## src/rtl/q_table_update_v3_pkg.sv

```systemverilog
// Shared constants, FSM encoding and record types for the EER-RL Q-table updater.
package q_table_update_v3_pkg;

  localparam int WORD_WIDTH    = 16;
  localparam int MAX_NEIGHBORS = 64;
  localparam int MAX_CH        = 32;

  localparam logic [2:0] PKT_INVALID = 3'b000;

  typedef enum logic [2:0] {
    ST_IDLE    = 3'd0,
    ST_SCAN_NB = 3'd1,
    ST_WR_NB   = 3'd2,
    ST_SCAN_CH = 3'd3,
    ST_WR_CH   = 3'd4,
    ST_DONE    = 3'd5
  } state_t;

  // One neighbor-bank record, in bank field order.
  typedef struct packed {
    logic [WORD_WIDTH-1:0] id;
    logic [WORD_WIDTH-1:0] hops;
    logic [WORD_WIDTH-1:0] cluster;
    logic [WORD_WIDTH-1:0] energy;
    logic [WORD_WIDTH-1:0] qvalue;
  } nb_entry_t;

  function automatic logic pkt_valid(input logic [2:0] ptype);
    return (ptype != PKT_INVALID);
  endfunction

endpackage

```

## src/rtl/q_table_update_v3.sv

```systemverilog
// Q-table updater: scans the neighbor bank for the packet source (overwrite or append),
// then the known-CH bank for the advertised CH (append if absent), then pulses done.
module q_table_update_v3
  import q_table_update_v3_pkg::*;
(
  input  logic                  clk,
  input  logic                  nrst,
  input  logic                  en,
  input  logic [WORD_WIDTH-1:0] fSourceID,
  input  logic [WORD_WIDTH-1:0] fSourceHops,
  input  logic [WORD_WIDTH-1:0] fClusterID,
  input  logic [WORD_WIDTH-1:0] fEnergyLeft,
  input  logic [WORD_WIDTH-1:0] fQValue,
  input  logic [WORD_WIDTH-1:0] fKnownCH,
  input  logic [2:0]            fPacketType,
  input  logic [WORD_WIDTH-1:0] mSourceID,
  input  logic [WORD_WIDTH-1:0] mSourceHops,
  input  logic [WORD_WIDTH-1:0] mClusterID,
  input  logic [WORD_WIDTH-1:0] mEnergyLeft,
  input  logic [WORD_WIDTH-1:0] mQValue,
  input  logic [WORD_WIDTH-1:0] mNeighborCount,
  input  logic [WORD_WIDTH-1:0] mKnownCH,
  input  logic [WORD_WIDTH-1:0] mKnownCHCount,
  output logic [WORD_WIDTH-1:0] nodeID,
  output logic [WORD_WIDTH-1:0] nodeHops,
  output logic [WORD_WIDTH-1:0] nodeClusterID,
  output logic [WORD_WIDTH-1:0] nodeEnergy,
  output logic [WORD_WIDTH-1:0] nodeQValue,
  output logic [WORD_WIDTH-1:0] neighborCount,
  output logic [WORD_WIDTH-1:0] knownCH,
  output logic [WORD_WIDTH-1:0] knownCHCount,
  output logic                  wr_en,
  output logic                  done
);

  localparam logic [WORD_WIDTH-1:0] NB_MAX_W = WORD_WIDTH'(MAX_NEIGHBORS);
  localparam logic [WORD_WIDTH-1:0] CH_MAX_W = WORD_WIDTH'(MAX_CH);
  localparam logic [WORD_WIDTH-1:0] ONE_W    = WORD_WIDTH'(1);
  localparam logic [WORD_WIDTH-1:0] ZERO_W   = WORD_WIDTH'(0);

  state_t                r_state, w_state_nxt;
  nb_entry_t             r_f_nb, w_f_nb_nxt;
  logic [WORD_WIDTH-1:0] r_f_ch, w_f_ch_nxt;
  logic [WORD_WIDTH-1:0] r_nb_new, w_nb_new_nxt;
  logic [WORD_WIDTH-1:0] r_ch_new, w_ch_new_nxt;
  nb_entry_t             r_node, w_node_nxt;
  logic [WORD_WIDTH-1:0] r_nb_cnt, w_nb_cnt_nxt;
  logic [WORD_WIDTH-1:0] r_known_ch, w_known_ch_nxt;
  logic [WORD_WIDTH-1:0] r_ch_cnt, w_ch_cnt_nxt;
  logic                  r_wr_en, w_wr_en_nxt;
  logic                  r_done, w_done_nxt;

  nb_entry_t w_f_in;
  nb_entry_t w_m_in;
  logic      w_nb_end, w_nb_room, w_nb_hit;
  logic      w_ch_end, w_ch_room, w_ch_hit;

  assign w_f_in = {fSourceID, fSourceHops, fClusterID, fEnergyLeft, fQValue};
  assign w_m_in = {mSourceID, mSourceHops, mClusterID, mEnergyLeft, mQValue};

  // The count outputs are the bank address while busy, so the scan index lives in them.
  // Both end tests also stop at the bank depth so a corrupt count cannot run the scan off the end.
  assign w_nb_end  = (r_nb_cnt >= mNeighborCount) || (r_nb_cnt >= NB_MAX_W);
  assign w_nb_room = (mNeighborCount < NB_MAX_W);
  assign w_nb_hit  = (mSourceID == r_f_nb.id);
  assign w_ch_end  = (r_ch_cnt >= mKnownCHCount) || (r_ch_cnt >= CH_MAX_W);
  assign w_ch_room = (mKnownCHCount < CH_MAX_W);
  assign w_ch_hit  = (mKnownCH == r_f_ch);

  // Next-state and next-output logic; outputs are registered on the transition into each state.
  always_comb begin
    w_state_nxt    = r_state;
    w_f_nb_nxt     = r_f_nb;
    w_f_ch_nxt     = r_f_ch;
    w_nb_new_nxt   = r_nb_new;
    w_ch_new_nxt   = r_ch_new;
    w_node_nxt     = r_node;
    w_nb_cnt_nxt   = r_nb_cnt;
    w_known_ch_nxt = r_known_ch;
    w_ch_cnt_nxt   = r_ch_cnt;
    w_wr_en_nxt    = 1'b0;
    w_done_nxt     = 1'b0;
    case (r_state)
      ST_IDLE: begin
        if (en) begin
          w_f_nb_nxt = w_f_in;
          w_f_ch_nxt = fKnownCH;
          if (pkt_valid(fPacketType)) begin
            w_state_nxt  = ST_SCAN_NB;
            w_nb_cnt_nxt = ZERO_W;
          end else begin
            w_state_nxt  = ST_DONE;
            w_done_nxt   = 1'b1;
            w_nb_cnt_nxt = mNeighborCount;
            w_ch_cnt_nxt = mKnownCHCount;
          end
        end else begin
          w_state_nxt = ST_IDLE;
        end
      end
      ST_SCAN_NB: begin
        if (w_nb_end) begin
          if (w_nb_room) begin
            w_state_nxt    = ST_WR_NB;
            w_nb_new_nxt   = mNeighborCount + ONE_W;
            w_wr_en_nxt    = 1'b1;
            w_node_nxt     = r_f_nb;
            w_known_ch_nxt = mKnownCH;
          end else begin
            w_state_nxt  = ST_SCAN_CH;
            w_nb_new_nxt = NB_MAX_W;
            w_ch_cnt_nxt = ZERO_W;
          end
        end else if (w_nb_hit) begin
          w_state_nxt    = ST_WR_NB;
          w_nb_new_nxt   = mNeighborCount;
          w_wr_en_nxt    = 1'b1;
          w_node_nxt     = r_f_nb;
          w_known_ch_nxt = mKnownCH;
        end else begin
          w_nb_cnt_nxt = r_nb_cnt + ONE_W;
        end
      end
      ST_WR_NB: begin
        w_state_nxt  = ST_SCAN_CH;
        w_ch_cnt_nxt = ZERO_W;
      end
      ST_SCAN_CH: begin
        if (w_ch_hit) begin
          w_state_nxt  = ST_DONE;
          w_done_nxt   = 1'b1;
          w_nb_cnt_nxt = r_nb_new;
          w_ch_cnt_nxt = mKnownCHCount;
        end else if (w_ch_end) begin
          if (w_ch_room) begin
            // The neighbor entry under the current address is written back unchanged.
            w_state_nxt    = ST_WR_CH;
            w_ch_new_nxt   = mKnownCHCount + ONE_W;
            w_wr_en_nxt    = 1'b1;
            w_known_ch_nxt = r_f_ch;
            w_node_nxt     = w_m_in;
          end else begin
            w_state_nxt  = ST_DONE;
            w_done_nxt   = 1'b1;
            w_nb_cnt_nxt = r_nb_new;
            w_ch_cnt_nxt = CH_MAX_W;
          end
        end else begin
          w_ch_cnt_nxt = r_ch_cnt + ONE_W;
        end
      end
      ST_WR_CH: begin
        w_state_nxt  = ST_DONE;
        w_done_nxt   = 1'b1;
        w_nb_cnt_nxt = r_nb_new;
        w_ch_cnt_nxt = r_ch_new;
      end
      ST_DONE: begin
        w_state_nxt = ST_IDLE;
      end
      default: begin
        w_state_nxt = ST_IDLE;
      end
    endcase
  end

  // State, latched packet and registered outputs; reset aborts any operation in flight.
  always_ff @(posedge clk or negedge nrst) begin
    if (!nrst) begin
      r_state    <= ST_IDLE;
      r_f_nb     <= '0;
      r_f_ch     <= ZERO_W;
      r_nb_new   <= ZERO_W;
      r_ch_new   <= ZERO_W;
      r_node     <= '0;
      r_nb_cnt   <= ZERO_W;
      r_known_ch <= ZERO_W;
      r_ch_cnt   <= ZERO_W;
      r_wr_en    <= 1'b0;
      r_done     <= 1'b0;
    end else begin
      r_state    <= w_state_nxt;
      r_f_nb     <= w_f_nb_nxt;
      r_f_ch     <= w_f_ch_nxt;
      r_nb_new   <= w_nb_new_nxt;
      r_ch_new   <= w_ch_new_nxt;
      r_node     <= w_node_nxt;
      r_nb_cnt   <= w_nb_cnt_nxt;
      r_known_ch <= w_known_ch_nxt;
      r_ch_cnt   <= w_ch_cnt_nxt;
      r_wr_en    <= w_wr_en_nxt;
      r_done     <= w_done_nxt;
    end
  end

  assign nodeID        = r_node.id;
  assign nodeHops      = r_node.hops;
  assign nodeClusterID = r_node.cluster;
  assign nodeEnergy    = r_node.energy;
  assign nodeQValue    = r_node.qvalue;
  assign neighborCount = r_nb_cnt;
  assign knownCH       = r_known_ch;
  assign knownCHCount  = r_ch_cnt;
  assign wr_en         = r_wr_en;
  assign done          = r_done;

endmodule

```

## config.mk

```make
export PLATFORM = sky130hd
export DESIGN_NAME = q_table_update_v3
export DESIGN_NICKNAME = d
export VERILOG_FILES = /design/src/rtl/q_table_update_v3_pkg.sv /design/src/rtl/q_table_update_v3.sv
export SDC_FILE = /design/constraint.sdc
export NUM_CORES = 1
export LEC_CHECK = 0
export ABC_AREA = 1
export BUFFER_PORTS_ARGS = -buffer_cell sky130_fd_sc_hd__buf_4
export CORE_ASPECT_RATIO = 1.5
export CORE_MARGIN = 4
export CORE_UTILIZATION = 49
export CTS_CLUSTER_DIAMETER = 100
export DETAILED_ROUTE_END_ITERATION = 8
export PLACE_DENSITY = 0.76
export SLEW_MARGIN = 20
export SYNTH_ARGS = -nofsm -noshare
export SYNTH_HDL_FRONTEND = slang
export SYNTH_SLANG_ARGS = --single-unit
```

## constraint.sdc

```tcl
create_clock -name clk -period 2.1 [get_ports clk]
set_input_delay 0 -clock clk [delete_from_list [all_inputs] [get_ports clk]]
set_output_delay 0 -clock clk [all_outputs]
set_load 0.02 [all_outputs]
```

==> results.cfg, run 1 <==
[placed_design]
place_congestion = 0.906
dp_hpwl_um = 33100
port_buffers = 359
dp.cells = 2669

[sta]
max_clock_freq_ghz = 0.427
fin_ws_ns = -0.242
period_minus_slack_ns = 2.34
setup_tns_ns = -22.50
setup_viol_count_final = 134
fin_crit_sh_pct = 112
rsz0062_at_grt = true
max-slew-margin-rel_pct = 54.1
fin_skew_ns = 0.0183
worstMarginPinSlew_ns = 0.688
slew_violations = 0
finalHoldViolCount = 0

[layout]
final_common_cell = nand2_1
final_cell_mix = 823 x nand2_1, 442 x buf_4, 249 x dfrtp_1, 230 x dlygate4sd3_1, 121 x inv_1
fin_util_pct = 81.9
seq_area_um2 = 6550
final_cells = 2995
post_route_cells_drive_above_1_share_pct = 31.1
fillers = 1585
layout.nets = 2892
area_growth_pct = 63.6
multiInputGateArea_um2 = 7730

[floorplanning]
fp.dieArea_um2 = 31600
rows = 75
core_um2 = 28200
fp.dieW_um = 146
io_pins = 360
initial_utilization_pct = 50.1
die_h_um = 216

[yosys]
synth.area.top_cells = dfrtp_1 46%, nand2_1 26%, nand3_1 5.4%
synth_nets = 2220
synth_cells = 1952
yosysUniqueCellTypes = 39
dominantRegCellSynth = dfrtp_1
synth_edf_count = 0
yosys_warnings = 0
synth_seq_cells = 261
ys_seq_area_share_pct = 46.3
synth_top_area_share_pct = 46.3
synth_area_um2 = 14100
postSynthAreaPerCell_um2 = 7.22
yosys.area.top_type = dfrtp_1
async_flop_share_pct = 100

[detailed_routing]
avgRoutedWirePerCell_um = 20.8
drc_errors = 0
antenna_left = 0
dr.first_iter.drc_count = 1406
drt-vias-per-instance = 5.69
routed_wl_um = 62200
num_vias = 17100
first_pass_iters = 7

[global_route]
grt_usage_pct = 35.5
antenna_found_initial = 4
first_global_vias = 17400
overflow = 0
grt.met3_usage_pct = 6.86
grt_pass1_wl_um = 90400
use_met1_pct = 38.7
grt_max_degree = 83
use_met2_pct = 62.0
grt_busiest_layer = met2

[critical_path]
crit_cells = 18
r2r_start = neighborCount[7]
path_delay_family = simple AND/OR/NAND/NOR gates
start_kind = register
rrSetupSlack_ns = -0.24
reg2reg_to = nodeEnergy[0]
slowest_delay_ns = 0.42
end_kind = register
critical_path_class = reg -> reg
worstPathMaxFanout = 5
reg2regPathDepth = 18
path_cells = ha_4 > nand2_1 > inv_1 > nand2_1 > nor2_1 > nor2_1 > nand2_2 > nand2_4 > buf_6 > nand3_4 > nor2_4 > nor2_4 > buf_6 > nand2_8 > buf_12 > buf_16 > nand2_4 > nand2_2
slowest_stage = dfrtp_2
crit_arrival_ns = 2.79
cp_num_buf_inv = 5
required_ns = 2.55

[run_status]
violations = setup timing
status = finished with violations

[pwr]
ir_drop_uv = 1030
power_density_nw_per_um2 = 1680
power.leakage_uw = 0.0122
total_power_uw = 38800

[clock_network]
cts-htree-levels = 1
cts_tree = done
numCtsBuffers = 27
clk_pin_slew_worst_paths_ns = 0.07
cts-root-buf = clkbuf_16
clk_latency_ns = 0.56
clkSinkCount = 261
clock_path_buffers = 3

[worst_hold_path]
worstHoldPathType = in -> async

[job]
drv_cap = 0
==> flip-flops by register name (all words and copies together), names as in the netlist <==
| name | count |
|---|---|
| neighborCount | 16 |
| knownCH | 16 |
| done | 1 |
| nodeEnergy | 16 |
| r_state | 3 |
| nodeHops | 16 |
| nodeClusterID | 16 |
| nodeQValue | 16 |
| wr_en | 1 |
| r_nb_new | 16 |
| nodeID | 16 |
| r_ch_new | 16 |
| knownCHCount | 16 |
| r_f_ch | 16 |
| r_f_nb | 80 |
==> worst reg2reg max path, delay by kind of cell (launching register included) <==
kind,cells,cell delay (ns)
fa+ha+maj,1,0.27
buf+inv,5,0.65
simple gates,12,0.90
flops,1,0.42
==> metrics by stage <==
step           setup WS (ns)  instance area [µm²]  hold WS (ns)
6_report              -0.242                23100        0.0210
4_1_cts               -0.228                22000        0.0596
3_5_place_dp          -0.324                17800        0.0499
3_3_place_gp          -0.272                17800        0.0523
5_1_grt               -0.327                23100        0.0869
2_1_floorplan       0.000241                14100        -0.296
==> layout make-up <==
cell class	instances	area share, %
clock buffers	38	3.28
repair inverters	1	0.0271
inverters	147	2.48
flip-flops and latches	261	28.4
clock inverters	10	0.727
diodes	6	0.0651
multi-input cells	1454	33.5
repair buffers	732	29.7
well taps	346	1.88
==> where the power goes <==
part,total [µW],switching [µW],internal [µW]
clock,5170,2160,3010
sequential,9120,1870,7250
combinational,24500,14300,10200
==> cells in the mapped netlist, drive strengths merged (3+ instances only) <==
master  count
o21a        3
nand2     966
buf        59
dfrtp     261
inv       145
nand4      14
xor2       26
ha         38
o31ai       5
nor3       14
o21ai     100
xnor2       3
clkbuf     31
nor2       78
a21oi      38
nand3     155
==> metal layers <==
metal  part of all wire (%)  up-vias  wire, µm
met1                     33     7917     20500
met4                    8.7        0      5410
li1                       -     7457         -
met5                      0        -         0
met3                    9.1      449      5660
met2                     49     1233     30600
==> timing repair <==
action,in CTS,in global routing
cloned,17,5
resized for setup,121,225
hold endpoints to repair,494,0
hold buffers,230,0
buffers inserted,11,12
setup endpoints to repair,162,164
pin swaps,16,32
==> worst max path at each step <==
| stage | to | slack, ns | start |
|---|---|---|---|
| after floorplan | knownCHCount[12] | 0.0002 | knownCHCount[3] |
| after detailed placement | nodeClusterID[2] | -0.32 | neighborCount[11] |
| after global placement | nodeEnergy[8] | -0.27 | neighborCount[11] |
| after CTS | nodeHops[4] | -0.23 | neighborCount[7] |
| final | nodeEnergy[0] | -0.24 | neighborCount[7] |
| after global routing | nodeHops[12] | -0.33 | neighborCount[7] |
==> kinds of logic (layout without fill, tap and decap cells) <==
family	after synthesis	in the layout	share of synthesized area [%]
xor gates and xnor gates	29	29	1.80
and+or+nand+nor	1232	1232	35.5
AOI/OAI and AO/OA	155	155	5.83
other	0	6	0
buffers and inverters	237	928	7.18
adders and majority gates	38	38	3.37
DFF	261	261	46.3
Note: power is estimated with default switching activity, not from simulation.
==> run 2, diff against run 1 <==
Settings changed: ABC_AREA 1 to not set, CORE_UTILIZATION 49 to 48, PLACE_DENSITY 0.76 to 0.75.
==> run 2 against run 1 <==
The flow still finishes with violations (setup timing). Sequential power grew 1%. Setup slack lost 0.50 ns. Register-to-register slack lost 0.50 ns. Total power shrank 9.0%. Combinational power shrank 15%. First-iteration DRC count shrank 38%. Final cell count shrank 27%. Area after synthesis shrank 6.3%.
==> results.cfg, run 2 <==
[run_status]
status = finished with violations
violations = setup timing

[yosys]
synth.area.top_cells = dfrtp_1 49%, mux2_2 23%, ha_1 3.6%
synth-xor-area-share_pct = 2.45
synth.most_common_cell = mux2_2
ys_seq_area_share_pct = 49.5
yosys.area.top_type = dfrtp_1
yosys_warnings = 0
synth_cells = 1062
synth_top_area_share_pct = 49.5
postSynthAreaPerCell_um2 = 12.4
synth_top_family_by_area = multiplexers
synth_compound_area_share_pct = 8.68
synth.area.mux_share_pct = 26.3
synth_nets = 1330
synth_fa_ha_area_share_pct = 3.60
synth_area_um2 = 13200
synth_edf_count = 0
synth_seq_cells = 261
dominantRegCellSynth = dfrtp_1
yosysUniqueCellTypes = 59
synthSimpleGateAreaFrac_pct = 6.41
async_flop_share_pct = 100
netlist_top_cells_count = 266 x mux2_2, 261 x dfrtp_1, 50 x nand2_1, 40 x inv_1, 38 x ha_1

[critical_path]
required_ns = 2.51
start_kind = register
critical_path_class = reg -> reg
crit_arrival_ns = 3.25
end_kind = register
worstPathMaxFanout = 12
reg2regPathDepth = 11

[detailed_routing]
num_vias = 12500
routed_wl_um = 50700
avgRoutedWirePerCell_um = 23.2
drc_errors = 0
antenna_left = 0
dr.first_iter.drc_count = 866
drt-vias-per-instance = 5.72
first_pass_iters = 7

[clock_network]
clock_path_buffers = 3
cts-root-buf = clkbuf_16
clk_pin_slew_worst_paths_ns = 0.07
cts_tree = done
clkSinkCount = 261
clk_latency_ns = 0.54
cts-htree-levels = 1
numCtsBuffers = 27

[layout]
final_cell_mix = 507 x buf_4, 255 x dfrtp_1, 251 x mux2_2, 229 x dlygate4sd3_1
regMostFlops = r_f_nb
fillers = 1458
largest_reg_flops = 80
layout.nets = 2087
area_growth_pct = 65.0
post_route_cells_drive_above_1_share_pct = 54.0
final_cells = 2184
final_common_cell = buf_4

[sta]
rsz0062_at_grt = true
period_minus_slack_ns = 2.84
setup_viol_count_final = 164
finalHoldViolCount = 0
fin_ws_ns = -0.739
slew_violations = 0
fin_crit_sh_pct = 135
worstMarginPinSlew_ns = 0.790
max-slew-margin-rel_pct = 47.3
fin_skew_ns = 0.0156
max_clock_freq_ghz = 0.352

[global_route]
antenna_found_initial = 2
grt.met3_usage_pct = 5.59
grt_usage_pct = 31.8
grt_busiest_layer = met2
grt_pass1_wl_um = 75200
overflow = 0
first_global_vias = 13700
use_met1_pct = 33.8
use_met2_pct = 58.3
grt_max_degree = 80

[floorplanning]
initial_utilization_pct = 48.5
io_pins = 360
fp.dieArea_um2 = 30300
fp.dieW_um = 143
core_um2 = 27200
rows = 74
die_h_um = 211

[placed_design]
dp_hpwl_um = 29800
pre_cts_slack_ns = -0.769
place_congestion = 0.883
dp.cells = 1877
port_buffers = 359

[pwr]
power_density_nw_per_um2 = 1620
power.leakage_uw = 0.0102
ir_drop_uv = 1170
total_power_uw = 35300

[job]
drv_cap = 0

[worst_hold_path]
worstHoldPathType = in -> async
==> run 2: cell types whose count changed after synthesis, sizes merged, moves of 53 or more <==
cell   delta
mux2    +295
o21ai    -62
nand2   -916
inv     -105
nor2     -53
nand3   -142
==> run 2: routing by layer <==
metal  vias up  part of all wire (%)
met1      6172                    34
li1       5409                     -
met3       245                   6.6
met4         0                   7.1
met2       676                    52
met5         -                     0
==> run 2: critical path, stage by stage, from the launching register on <==
cell and delay, ns:
dfrtp_1 0.42, ha_4 0.28, nand4_1 0.15, nor4_1 0.40, o211ai_1 0.17, nand4_1 0.12, buf_6 0.14, nand3_4 0.14
o21ai_4 0.11, buf_12 0.21, clkbuf_16 0.20, mux2_2 0.36
==> run 2: timing repair <==
| action | CTS | global route |
|---|---|---|
| setup endpoints to repair | 165 | 165 |
| pin swaps | 10 | 21 |
| hold buffers | 229 | 0 |
| setup buffers | 7 | 12 |
| gates cloned | 4 | 9 |
| endpoints found under the hold margin | 420 | 0 |
| gates resized for setup | 60 | 88 |
==> run 2: worst paths after layout <==
kind | from | endpoint | slack, ns
min in group clk | mNeighborCount[6] | neighborCount[6] | 0.09
max | knownCHCount[15] | nodeEnergy[9] | -0.74
max reg2reg | knownCHCount[15] | nodeEnergy[9] | -0.74
min reg2reg | r_nb_new[7] | r_nb_new[7] | 0.48
min | nrst | r_nb_new[6] | 0.07
max in group asynchronous | nrst | nodeHops[8] | 1.27
==> run 2: logic make-up after synthesis <==
kind of cell	Yosys count
AO/OA/AOI/OAI	166
XOR/XNOR	37
adder cells (fa/ha/maj)	38
buffers and inverters	95
flip-flops	261
multiplexers	299
AND/OR/NAND/NOR	166
==> run 2: metrics by stage <==
| stage | instance area [µm²] | utilization [%] | TNS [ns] | hold slack, ns |
|---|---|---|---|---|
| 4_1_cts | 21200 | 78.0 | -66.84 | 0.0284 |
| 3_3_place_gp | 17600 | 64.6 | -87.62 | 0.0507 |
| 5_1_grt | 21800 | 80.0 | -117.44 | 0.112 |
| 3_5_place_dp | 17600 | 64.6 | -91.42 | 0.0534 |
| 2_1_floorplan | 13400 | - | -71.70 | -0.296 |
| 6_report | 21800 | 80.0 | -92.28 | 0.0731 |
==> run 2: power by group <==
part | switching, µW | internal [µW]
clock network | 2170 | 3040
registers | 1730 | 7480
logic | 9790 | 11100
==> run 2: cell type report <==
type                    instances  area (µm²)  share of cell area [%]
flip-flops and latches        261        6540                    30.0
clock buffers                  34         752                    3.45
diodes                          3        7.51                  0.0345
well taps                     342         428                    1.96
multi-input cells             706        6790                    31.2
clock inverters                15         193                   0.884
repair buffers                783        6930                    31.8
inverters                      40         150                   0.689
